==> src/rtl/alu_pkg.sv <==
// Shared definitions for the ALU execution unit: opcodes, class and state
// enums, and the default datapath geometry.
// Optional feature macro: ALU_OVERFLOW_EN (adds the registered ovf flag).
package alu_pkg;

  localparam int ALU_WIDTH   = 16;
  localparam int ALU_SHAMT_W = 4;

  // Opcodes that resolve to an add.
  localparam logic [3:0] OP_ADD0 = 4'b0000;
  localparam logic [3:0] OP_ADD1 = 4'b0100;
  localparam logic [3:0] OP_ADD2 = 4'b0110;
  localparam logic [3:0] OP_ADD3 = 4'b1000;
  localparam logic [3:0] OP_ADD4 = 4'b1001;
  localparam logic [3:0] OP_ADD5 = 4'b1010;
  localparam logic [3:0] OP_ADD6 = 4'b1011;

  // Opcodes that resolve to in0 - in1.
  localparam logic [3:0] OP_SUB0 = 4'b0001;
  localparam logic [3:0] OP_SUB1 = 4'b0010;
  localparam logic [3:0] OP_SUB2 = 4'b0011;
  localparam logic [3:0] OP_SUB3 = 4'b0101;
  localparam logic [3:0] OP_SUB4 = 4'b1100;

  localparam logic [3:0] OP_AND  = 4'b1101;
  localparam logic [3:0] OP_OR   = 4'b1110;
  localparam logic [3:0] OP_SLL  = 4'b1111;

  typedef enum logic [2:0] {
    CLS_ADD,
    CLS_SUB,
    CLS_AND,
    CLS_OR,
    CLS_SLL
  } alu_class_e;

  typedef enum logic [1:0] {
    ST_IDLE,
    ST_SHIFT,
    ST_DONE
  } alu_state_e;

endpackage

==> src/rtl/alu_exec_unit_if.sv <==
// Request/response bundle between issue logic (master) and the ALU (slave).
// Optional feature macro: ALU_OVERFLOW_EN (adds ovf to the response side).
interface alu_exec_unit_if
  import alu_pkg::*;
#(
  parameter int WIDTH = ALU_WIDTH
);

  logic             req_valid;
  logic             req_ready;
  logic [3:0]       inst_id;
  logic [WIDTH-1:0] in0;
  logic [WIDTH-1:0] in1;
  logic             resp_valid;
  logic             resp_ready;
  logic [WIDTH-1:0] out;
  logic             zero;
  logic             pos;
`ifdef ALU_OVERFLOW_EN
  logic             ovf;
`endif

  modport master (
    output req_valid, inst_id, in0, in1, resp_ready,
`ifdef ALU_OVERFLOW_EN
    input  ovf,
`endif
    input  req_ready, resp_valid, out, zero, pos
  );

  modport slave (
    input  req_valid, inst_id, in0, in1, resp_ready,
`ifdef ALU_OVERFLOW_EN
    output ovf,
`endif
    output req_ready, resp_valid, out, zero, pos
  );

endinterface

==> src/rtl/alu_op_decode.sv <==
// Combinational opcode classifier: maps the 4-bit inst_id onto an ALU class.
module alu_op_decode
  import alu_pkg::*;
(
  input  logic [3:0] inst_id,
  output alu_class_e op_class
);

  // Opcode 0111 is unassigned; it falls through to add so the unit never stalls.
  always_comb begin
    op_class = CLS_ADD;
    case (inst_id)
      OP_ADD0, OP_ADD1, OP_ADD2, OP_ADD3,
      OP_ADD4, OP_ADD5, OP_ADD6:           op_class = CLS_ADD;
      OP_SUB0, OP_SUB1, OP_SUB2,
      OP_SUB3, OP_SUB4:                    op_class = CLS_SUB;
      OP_AND:                              op_class = CLS_AND;
      OP_OR:                               op_class = CLS_OR;
      OP_SLL:                              op_class = CLS_SLL;
      default:                             op_class = CLS_ADD;
    endcase
  end

endmodule

==> src/rtl/alu_exec_unit.sv <==
// Handshaked ALU responder: single-cycle add/sub/and/or, iterative shift-left
// (one bit per cycle), result held with zero/pos flags until accepted.
// Optional feature macro: ALU_OVERFLOW_EN (registered signed-overflow flag).
module alu_exec_unit
  import alu_pkg::*;
#(
  parameter int WIDTH   = ALU_WIDTH,
  parameter int SHAMT_W = ALU_SHAMT_W
) (
  input  logic           clk,
  input  logic           reset,
  alu_exec_unit_if.slave bus
);

  alu_state_e         state_reg;
  alu_state_e         state_next;
  alu_class_e         op_class;
  logic [WIDTH-1:0]   acc_reg;
  logic [SHAMT_W-1:0] cnt_reg;
  logic [WIDTH-1:0]   out_reg;
  logic               zero_reg;
  logic               pos_reg;
  logic [SHAMT_W-1:0] shamt;
  logic               req_fire;
  logic               resp_fire;
  logic               shift_start;
  logic               shift_last;
  logic [WIDTH-1:0]   alu_res;
  logic               wr_en;
  logic [WIDTH-1:0]   wr_val;

  alu_op_decode u_decode (
    .inst_id  (bus.inst_id),
    .op_class (op_class)
  );

  assign shamt       = bus.in1[SHAMT_W-1:0];
  assign req_fire    = bus.req_valid && bus.req_ready;
  assign resp_fire   = bus.resp_valid && bus.resp_ready;
  assign shift_start = req_fire && (op_class == CLS_SLL) && (shamt != '0);
  assign shift_last  = (state_reg == ST_SHIFT) && (cnt_reg == SHAMT_W'(1));

  // State register; reset abandons any in-flight or unaccepted result.
  always_ff @(posedge clk) begin
    if (reset) state_reg <= ST_IDLE;
    else       state_reg <= state_next;
  end

  // Next-state logic.
  always_comb begin
    state_next = state_reg;
    case (state_reg)
      ST_IDLE:  if (req_fire)   state_next = shift_start ? ST_SHIFT : ST_DONE;
      ST_SHIFT: if (shift_last) state_next = ST_DONE;
      ST_DONE:  if (resp_fire)  state_next = ST_IDLE;
      default:                  state_next = ST_IDLE;
    endcase
  end

  // Handshake outputs; both held low while reset is asserted.
  always_comb begin
    bus.req_ready  = 1'b0;
    bus.resp_valid = 1'b0;
    if (!reset) begin
      bus.req_ready  = (state_reg == ST_IDLE);
      bus.resp_valid = (state_reg == ST_DONE);
    end
  end

  // Single-cycle result; shift-by-zero passes in0 straight through.
  always_comb begin
    alu_res = bus.in0;
    case (op_class)
      CLS_ADD: alu_res = bus.in0 + bus.in1;
      CLS_SUB: alu_res = bus.in0 - bus.in1;
      CLS_AND: alu_res = bus.in0 & bus.in1;
      CLS_OR:  alu_res = bus.in0 | bus.in1;
      default: alu_res = bus.in0;
    endcase
  end

  // Select when and what to write into the result register.
  always_comb begin
    wr_en  = 1'b0;
    wr_val = alu_res;
    if (req_fire && !shift_start) begin
      wr_en = 1'b1;
    end else if (shift_last) begin
      wr_en  = 1'b1;
      wr_val = acc_reg << 1;
    end
  end

  // Shift accumulator/counter and result register with its derived flags.
  always_ff @(posedge clk) begin
    if (reset) begin
      acc_reg  <= '0;
      cnt_reg  <= '0;
      out_reg  <= '0;
      zero_reg <= 1'b0;
      pos_reg  <= 1'b0;
    end else begin
      if (shift_start) begin
        acc_reg <= bus.in0;
        cnt_reg <= shamt;
      end else if (state_reg == ST_SHIFT) begin
        acc_reg <= acc_reg << 1;
        cnt_reg <= cnt_reg - SHAMT_W'(1);
      end
      if (wr_en) begin
        out_reg  <= wr_val;
        zero_reg <= (wr_val == '0);
        pos_reg  <= !wr_val[WIDTH-1] && (wr_val != '0);
      end
    end
  end

  assign bus.out  = out_reg;
  assign bus.zero = zero_reg;
  assign bus.pos  = pos_reg;

`ifdef ALU_OVERFLOW_EN
  logic ovf_reg;
  logic ovf_calc;

  // Signed overflow: the result sign disagrees with what the operand signs allow.
  always_comb begin
    ovf_calc = 1'b0;
    case (op_class)
      CLS_ADD: ovf_calc = (bus.in0[WIDTH-1] == bus.in1[WIDTH-1]) &&
                          (alu_res[WIDTH-1] != bus.in0[WIDTH-1]);
      CLS_SUB: ovf_calc = (bus.in0[WIDTH-1] != bus.in1[WIDTH-1]) &&
                          (alu_res[WIDTH-1] != bus.in0[WIDTH-1]);
      default: ovf_calc = 1'b0;
    endcase
  end

  // Overflow flag is written together with out; shifts always clear it.
  always_ff @(posedge clk) begin
    if (reset)      ovf_reg <= 1'b0;
    else if (wr_en) ovf_reg <= shift_last ? 1'b0 : ovf_calc;
  end

  assign bus.ovf = ovf_reg;
`endif

endmodule

==> src/flat_wrapper.sv <==
// flat-port wrapper written by rule: the top's interface ports become plain ports
module alu_exec_unit_flat import alu_pkg::*;
#(
  parameter int WIDTH   = ALU_WIDTH,
  parameter int SHAMT_W = ALU_SHAMT_W
)
  (clk, reset, bus_req_valid, bus_inst_id, bus_in0, bus_in1, bus_resp_ready, bus_req_ready, bus_resp_valid, bus_out, bus_zero, bus_pos);
  alu_exec_unit_if #(.WIDTH(WIDTH)) bus_i ();
  input  logic clk;
  input  logic reset;
  input wire logic [$bits(bus_i.req_valid)-1:0] bus_req_valid;
  input wire logic [$bits(bus_i.inst_id)-1:0] bus_inst_id;
  input wire logic [$bits(bus_i.in0)-1:0] bus_in0;
  input wire logic [$bits(bus_i.in1)-1:0] bus_in1;
  input wire logic [$bits(bus_i.resp_ready)-1:0] bus_resp_ready;
  output wire logic [$bits(bus_i.req_ready)-1:0] bus_req_ready;
  output wire logic [$bits(bus_i.resp_valid)-1:0] bus_resp_valid;
  output wire logic [$bits(bus_i.out)-1:0] bus_out;
  output wire logic [$bits(bus_i.zero)-1:0] bus_zero;
  output wire logic [$bits(bus_i.pos)-1:0] bus_pos;
  assign bus_i.req_valid = bus_req_valid;
  assign bus_i.inst_id = bus_inst_id;
  assign bus_i.in0 = bus_in0;
  assign bus_i.in1 = bus_in1;
  assign bus_i.resp_ready = bus_resp_ready;
  assign bus_req_ready = bus_i.req_ready;
  assign bus_resp_valid = bus_i.resp_valid;
  assign bus_out = bus_i.out;
  assign bus_zero = bus_i.zero;
  assign bus_pos = bus_i.pos;
  alu_exec_unit #(.WIDTH(WIDTH), .SHAMT_W(SHAMT_W)) u_core (.clk(clk), .reset(reset), .bus(bus_i));
endmodule
==> config.mk <==
export PLATFORM = sky130hd
export DESIGN_NAME = alu_exec_unit_flat
export DESIGN_NICKNAME = d
export VERILOG_FILES = /design/src/rtl/alu_pkg.sv /design/src/rtl/alu_exec_unit_if.sv /design/src/rtl/alu_op_decode.sv /design/src/rtl/alu_exec_unit.sv /design/src/flat_wrapper.sv
export SDC_FILE = /design/constraint.sdc
export NUM_CORES = 1
export LEC_CHECK = 0
export ABC_CLOCK_PERIOD_IN_PS = 6000
export CAP_MARGIN = 20
export CORE_MARGIN = 4
export CORE_UTILIZATION = 55
export CTS_BUF_LIST = sky130_fd_sc_hd__clkbuf_8 sky130_fd_sc_hd__clkbuf_16
export DETAILED_ROUTE_END_ITERATION = 8
export PLACE_DENSITY = 0.82
export SYNTH_ARGS = -nofsm -noshare
export SYNTH_HDL_FRONTEND = slang
export SYNTH_HIERARCHICAL = 1
export SYNTH_SLANG_ARGS = --single-unit
==> constraint.sdc <==
create_clock -name clk -period 6 [get_ports clk]
set_input_delay 0.6 -clock clk [delete_from_list [all_inputs] [get_ports clk]]
set_output_delay 0.6 -clock clk [all_outputs]
set_load 0.03 [all_outputs]
# Word-level counts from Yosys, hierarchy flattened
# Memory sizes are Yosys's and may differ from the RTL's.
# Cells that the tools add are included.
# Widths: inputs -> output; s select.
[totals]
reg_bits = 39
rom_bits = 48
input_bits = 40
out_inout_bits = 20
elab_cells = 54
n_memories = 1
[classes]
addsub = 3
eq_ne = 10
mux = 16
bitwise = 2
n_reduce_logical = 16
[mem_list]
columns = ["name", "depth", "width", "rd", "rd_ports_with_merged_regs", "write_ports", "line", "text"]
rows = [
  ["(no name shown)", 16, 3, 1, 0, 0, "alu_op_decode.sv:12", "case (inst_id)"],
]
[ops]
columns = ["op", "n"]
rows = [
  ["$pmux 16 s4", 1],
  ["$mux 16", 2],
  ["$mux 15", 2],
  ["$add 16x16->16", 1],
  ["$and 16x16->16", 1],
  ["$logic_not 16->1", 1],
  ["$or 16x16->16", 1],
  ["$reduce_bool 16->1", 1],
  ["$sub 16x16->16", 1],
  ["$mux 2", 4],
  ["$mux 4", 2],
  ["$logic_and 1x1->1", 7],
  ["$eq 3x2->1 const B", 2],
  ["$ne 2x1->1 const B", 3],
  ["$pmux 2 s3", 1],
  ["$eq 4x1->1 const B", 1],
  ["$mux 1", 4],
  ["$reduce_bool 4->1", 1],
  ["$sub 4x1->4 const B", 1],
  ["$eq 3x1->1 const B", 1],
  ["$eq 3x3->1 const B", 1],
  ["$logic_not 3->1", 1],
  ["$reduce_and 3->1", 1],
  ["$eq 2x1->1 const B", 1],
  ["4 further kinds", 5],
]

# Depth between registers and ports, before layout
# Gate-level depths: netlist of the first run.
[logic_depth]
word_depth = 10
depth_mapped = 21
ltp_nobuf = 18

# Modules after synthesis
# Netlist of the first run, hierarchy kept.
[modules_own_cells]
columns = ["module", "instances", "cells_per_inst", "area_per_inst_um2", "seq_area_each_um2"]
rows = [
  ["alu_exec_unit", 1, 500, 3567.2, 780.7],
  ["alu_op_decode", 1, 7, 51.3, 0.0],
]

# Worst setup path before layout of the first run
# Ideal clock, no wire load.
[synth_path]
kind = "in2reg"
start = "in bus_inst_id[0]"
end = "reg u_core.pos_reg, in the netlist u_core/bus.pos"
setup_ns = 0.117
arrival_time_ns = 4.318
t_required_ns = 5.883
slack_ns = 1.565
path_stages = 19
n_path_buf = 3
cell_sequence = "ha_1 -> and3_2 -> clkbuf_1 -> buf_2 -> clkbuf_1 -> nor3_1 -> o21a_1 -> nand2_1 -> xnor2_1 -> ha_1 -> a21o_1 -> a31o_1 -> a32o_1 -> a311oi_1 -> mux2i_1 -> nor2_1 -> nor4b_1 -> nand4_1 -> a32o_1"
[synth_between]
elab_chain_len = 9
elab_cells_between_ends = 17
cone_classes = "eq/ne: 4; mux: 4; reduce/logical: 8; memory: 1"
[synth_lines]
columns = ["element", "line", "text"]
rows = [
  ["start, declared", "flat_wrapper.sv:12", "input wire logic [$bits(bus_i.inst_id)-1:0] bus_inst_id;"],
  ["$mem_v2 16x3 (*)", "--", ""],
  ["via u_core.op_class[2]", "alu_exec_unit.sv:17", "alu_class_e op_class;"],
  ["parallel branches: the longest is 8 deep, another holds $pmux 16 s4", "--", ""],
  ["end signal, assigned", "alu_exec_unit.sv:113", "pos_reg <= !wr_val[WIDTH-1] && (wr_val != '0);"],
  ["end, declared", "alu_exec_unit.sv:22", "logic pos_reg;"],
]
# Mark *: on every way through the listed nets, which the timed path passes.
# A chain may end at the register's enable or synchronous reset.

# Final worst setup path of the first run
# Ends and elaborated chain as after synthesis.

==> results.json, run 1 <==
{
  "ir_drop_v": 0.000174,
  "synth.largest_area_cell": "dfxtp_1",
  "gp_congestion": 0.938,
  "tns_ps": 0,
  "critPathMaxFanout": 9,
  "synthMuxAreaShare": 0.00864,
  "p_int_mw": 0.522,
  "ys_warn_count": 6,
  "initial_core_util": 0.567,
  "rsz0062_at_grt": "false",
  "holdBufCountCts": 0,
  "synth_top_area_frac": 0.216,
  "crit_path_start_kind": "input pin",
  "first_iter_violations": 396,
  "grt_start_max_net_pins": 43,
  "synth_fp_nets": 569,
  "postCtsSetupRepairBufs": 0,
  "wirelength_microns": 10900,
  "synth_xor_area_frac": 0.0605,
  "dieHeight_microns": 89.1,
  "holdCritPathClass": "flop to flop",
  "yosys.area_share.simple": 0.259,
  "netlist_area_sq_um": 3620,
  "p_per_area_nw_per_um2": 200,
  "grt_overflow_total": 0,
  "fmax_mhz": 194,
  "row_count": 29,
  "diodes": 0,
  "timing_hold_violations_final": 0,
  "grt_usage": 0.275,
  "post-route-drc-count": 0,
  "root_buffer": "clkbuf_8",
  "fin_util": 0.678,
  "clock-sinks": 39,
  "vias": 3986,
  "p_comb_frac": 0.485,
  "first_pass_iters": 8,
  "insertion_delay_ps": 290,
  "worst-slew-pin-transition_ps": 880,
  "fillers": 567,
  "yosysSeqAreaShare": 0.216,
  "maxCapViolCount": 0,
  "cts.path.max_buffers": 2,
  "cts_resized": 0,
  "netlist_instances": 507,
  "syn_avg_cell_area_sq_um": 7.14,
  "vias_per_cell": 6.36,
  "drv_slew": 0,
  "largest_reg_flops": 16,
  "synth.ff_latch_count": 39,
  "grt_antenna_before_repair": 0,
  "power_frac_clock": 0.197,
  "final.setup_skew_ps": 1.65,
  "period_minus_slack_ps": 5160,
  "final_layout_size_suffix_gt1_frac": 0.0545,
  "cts_tree": "yes",
  "critPathKind": "input pin to flop",
  "p_sw_frac": 0.398,
  "yosysUniqueCellTypes": 68,
  "p_sw_mw": 0.346,
  "synth-compound-area-share": 0.326,
  "h-tree-depth": 2,
  "io_buffers": 59,
  "ys_top_cells_by_area": "dfxtp_1 (22%), nand2_1 (8.3%), ha_1 (7.3%), nor2_1 (5.5%), a21oi_1 (4.7%)",
  "setup_viol": 0,
  "power_leakage_nw": 1.64,
  "grt_pass1_vias": 3708,
  "period_share": 0.860,
  "core_area_sq_um": 6390,
  "ant_nets": 0,
  "synth_top_family_by_area": "compound AO/OA/AOI/OAI gates",
  "status": "completed",
  "cts_made_buffers": 5,
  "yosys.area_share.adder": 0.0781,
  "cp.arrival_ps": 5350,
  "cp_data_required_time_ps": 6190,
  "syn_to_final_growth_pct": 19.7,
  "dieArea_sq_um": 7940,
  "ys.flop_type": "dfxtp_1",
  "fp.dieW_microns": 89.1,
  "synth-edff-count": 0,
  "async_flop_share": 0,
  "ios": 60,
  "dp_hpwl_microns": 8090,
  "crit_path_end_kind": "flop",
  "fin_nets": 611,
  "p_seq_frac": 0.319,
  "clk_pin_slew_ps": 80,
  "grt_pass1_wl_microns": 17500,
  "max_slew_margin": 0.413,
  "holdWs_ps": 457,
  "routedWlPerCell_microns": 17.3
}
## metal layers
metal | GRT usage | vias to the layer above | routed length (microns)
li1 | - | 1935 | -
met1 | 0.356 | 1840 | 4630
met2 | 0.466 | 183 | 5210
met3 | 0.0452 | 28 | 788
met4 | 0.0934 | 0 | 231
met5 | 0 | - | 0
## kinds of logic (layout without fill, tap and decap cells)
family / after synthesis / in the layout
and+or+nand+nor: 201 / 201
muxes: 3 / 3
DFF: 39 / 39
AOI/OAI and AO/OA: 168 / 168
xor gates and xnor gates: 25 / 25
adders and majority gates: 22 / 22
buffers and inverters: 49 / 92
## per-stage QoR
stage | area (sq um) | total power [mW] | setup WS, ps | cells
global placement | 4240 | 0.687 | 749 | 618
CTS | 4320 | 0.859 | 903 | 626
detailed placement | 4240 | 0.692 | 603 | 618
global route | 4330 | 0.914 | 493 | 627
floorplan | 3620 | 0.558 | 1560 | 507
finish | 4330 | 0.868 | 839 | 627
## critical path, stage by stage
cell,delay (ps)
clkdlybuf4s50_1,460
ha_1,300
and3_2,210
nor2_1,470
nand2_1,260
o31ai_1,190
o21a_1,280
nand2_1,90
xnor2_1,130
ha_1,350
a21o_1,190
a31o_1,180
a32o_1,190
a311oi_1,290
mux2i_1,350
nor2_1,90
nor4b_1,280
nand4_1,180
a32o_1,240
## area by class of cell
class	count	area [sq um]	share of cell area
timing repair buffer	67	658	0.152
clock inverter	3	12.5	0.00289
tap	77	96.3	0.0222
clock buffer	5	68.8	0.0159
multi-input combinational	419	2650	0.612
sequential	39	781	0.180
inverter	17	63.8	0.0147
## synthesized netlist by cell type (10+ instances only)
cell type,count
o21ai_1,10
a311oi_1,16
dfxtp_1,39
xnor2_1,14
nor3_1,12
nand2_1,80
ha_1,21
nand3_1,14
nor2b_1,11
a211oi_1,16
nor2_1,53
clkbuf_1,28
inv_1,14
a21oi_1,34
o21ai_0,27
xor2_1,11
## layout by cell type (no fill, tap or decap), types with 11 or more instances in the layout
cell,count
clkdlybuf4s50_1,59
xor2_1,11
a211oi_1,16
nor2b_1,11
xnor2_1,14
nor3_1,12
ha_1,21
nand2_1,80
nand3_1,14
dfxtp_1,39
o21ai_0,27
inv_1,16
a311oi_1,16
nor2_1,53
a21oi_1,34
## power by group through the flow
stage	registers (mW)	clock network (mW)	logic, mW
2_1_floorplan	0.301	0	0.257
3_3_place_gp	0.282	0	0.405
3_5_place_dp	0.282	0	0.409
4_1_cts	0.277	0.170	0.412
5_1_grt	0.278	0.182	0.454
6_report	0.276	0.171	0.420
## path summary, 6_finish.rpt
kind / startpoint / end / slack [ps] / cells after the start
max: bus_inst_id[0] / u_core/bus.pos$_SDFFE_PP0P_ / 840 / 19
min reg2reg: u_core/bus.out[3]$_SDFFE_PP0P_ / u_core/bus.out[3]$_SDFFE_PP0P_ / 460 / 2
min: u_core/bus.out[3]$_SDFFE_PP0P_ / u_core/bus.out[3]$_SDFFE_PP0P_ / 460 / 2
max reg2reg: u_core/cnt_reg[1]$_SDFFE_PP0P_ / u_core/bus.pos$_SDFFE_PP0P_ / 2830 / 10
Note: power is estimated with default switching activity, not from simulation.
==> inputs of run 2 (changes only) <==
--- a/config.mk
+++ b/config.mk
@@ -12,6 +12,7 @@
 export CTS_BUF_LIST = sky130_fd_sc_hd__clkbuf_8 sky130_fd_sc_hd__clkbuf_16
 export DETAILED_ROUTE_END_ITERATION = 8
 export PLACE_DENSITY = 0.82
+export SKIP_CTS_REPAIR_TIMING = 1
 export SYNTH_ARGS = -nofsm -noshare
 export SYNTH_HDL_FRONTEND = slang
 export SYNTH_HIERARCHICAL = 1
==> results of run 2 <==
Final layout, timing and power as in run 1 (identical DEF).
==> inputs of run 3 (changes only) <==
--- a/config.mk
+++ b/config.mk
@@ -17,3 +17,4 @@
 export SYNTH_HDL_FRONTEND = slang
 export SYNTH_HIERARCHICAL = 1
 export SYNTH_SLANG_ARGS = --single-unit
+export TNS_END_PERCENT = 30
==> results of run 3 <==
Final layout, timing and power as in run 1 (identical DEF).
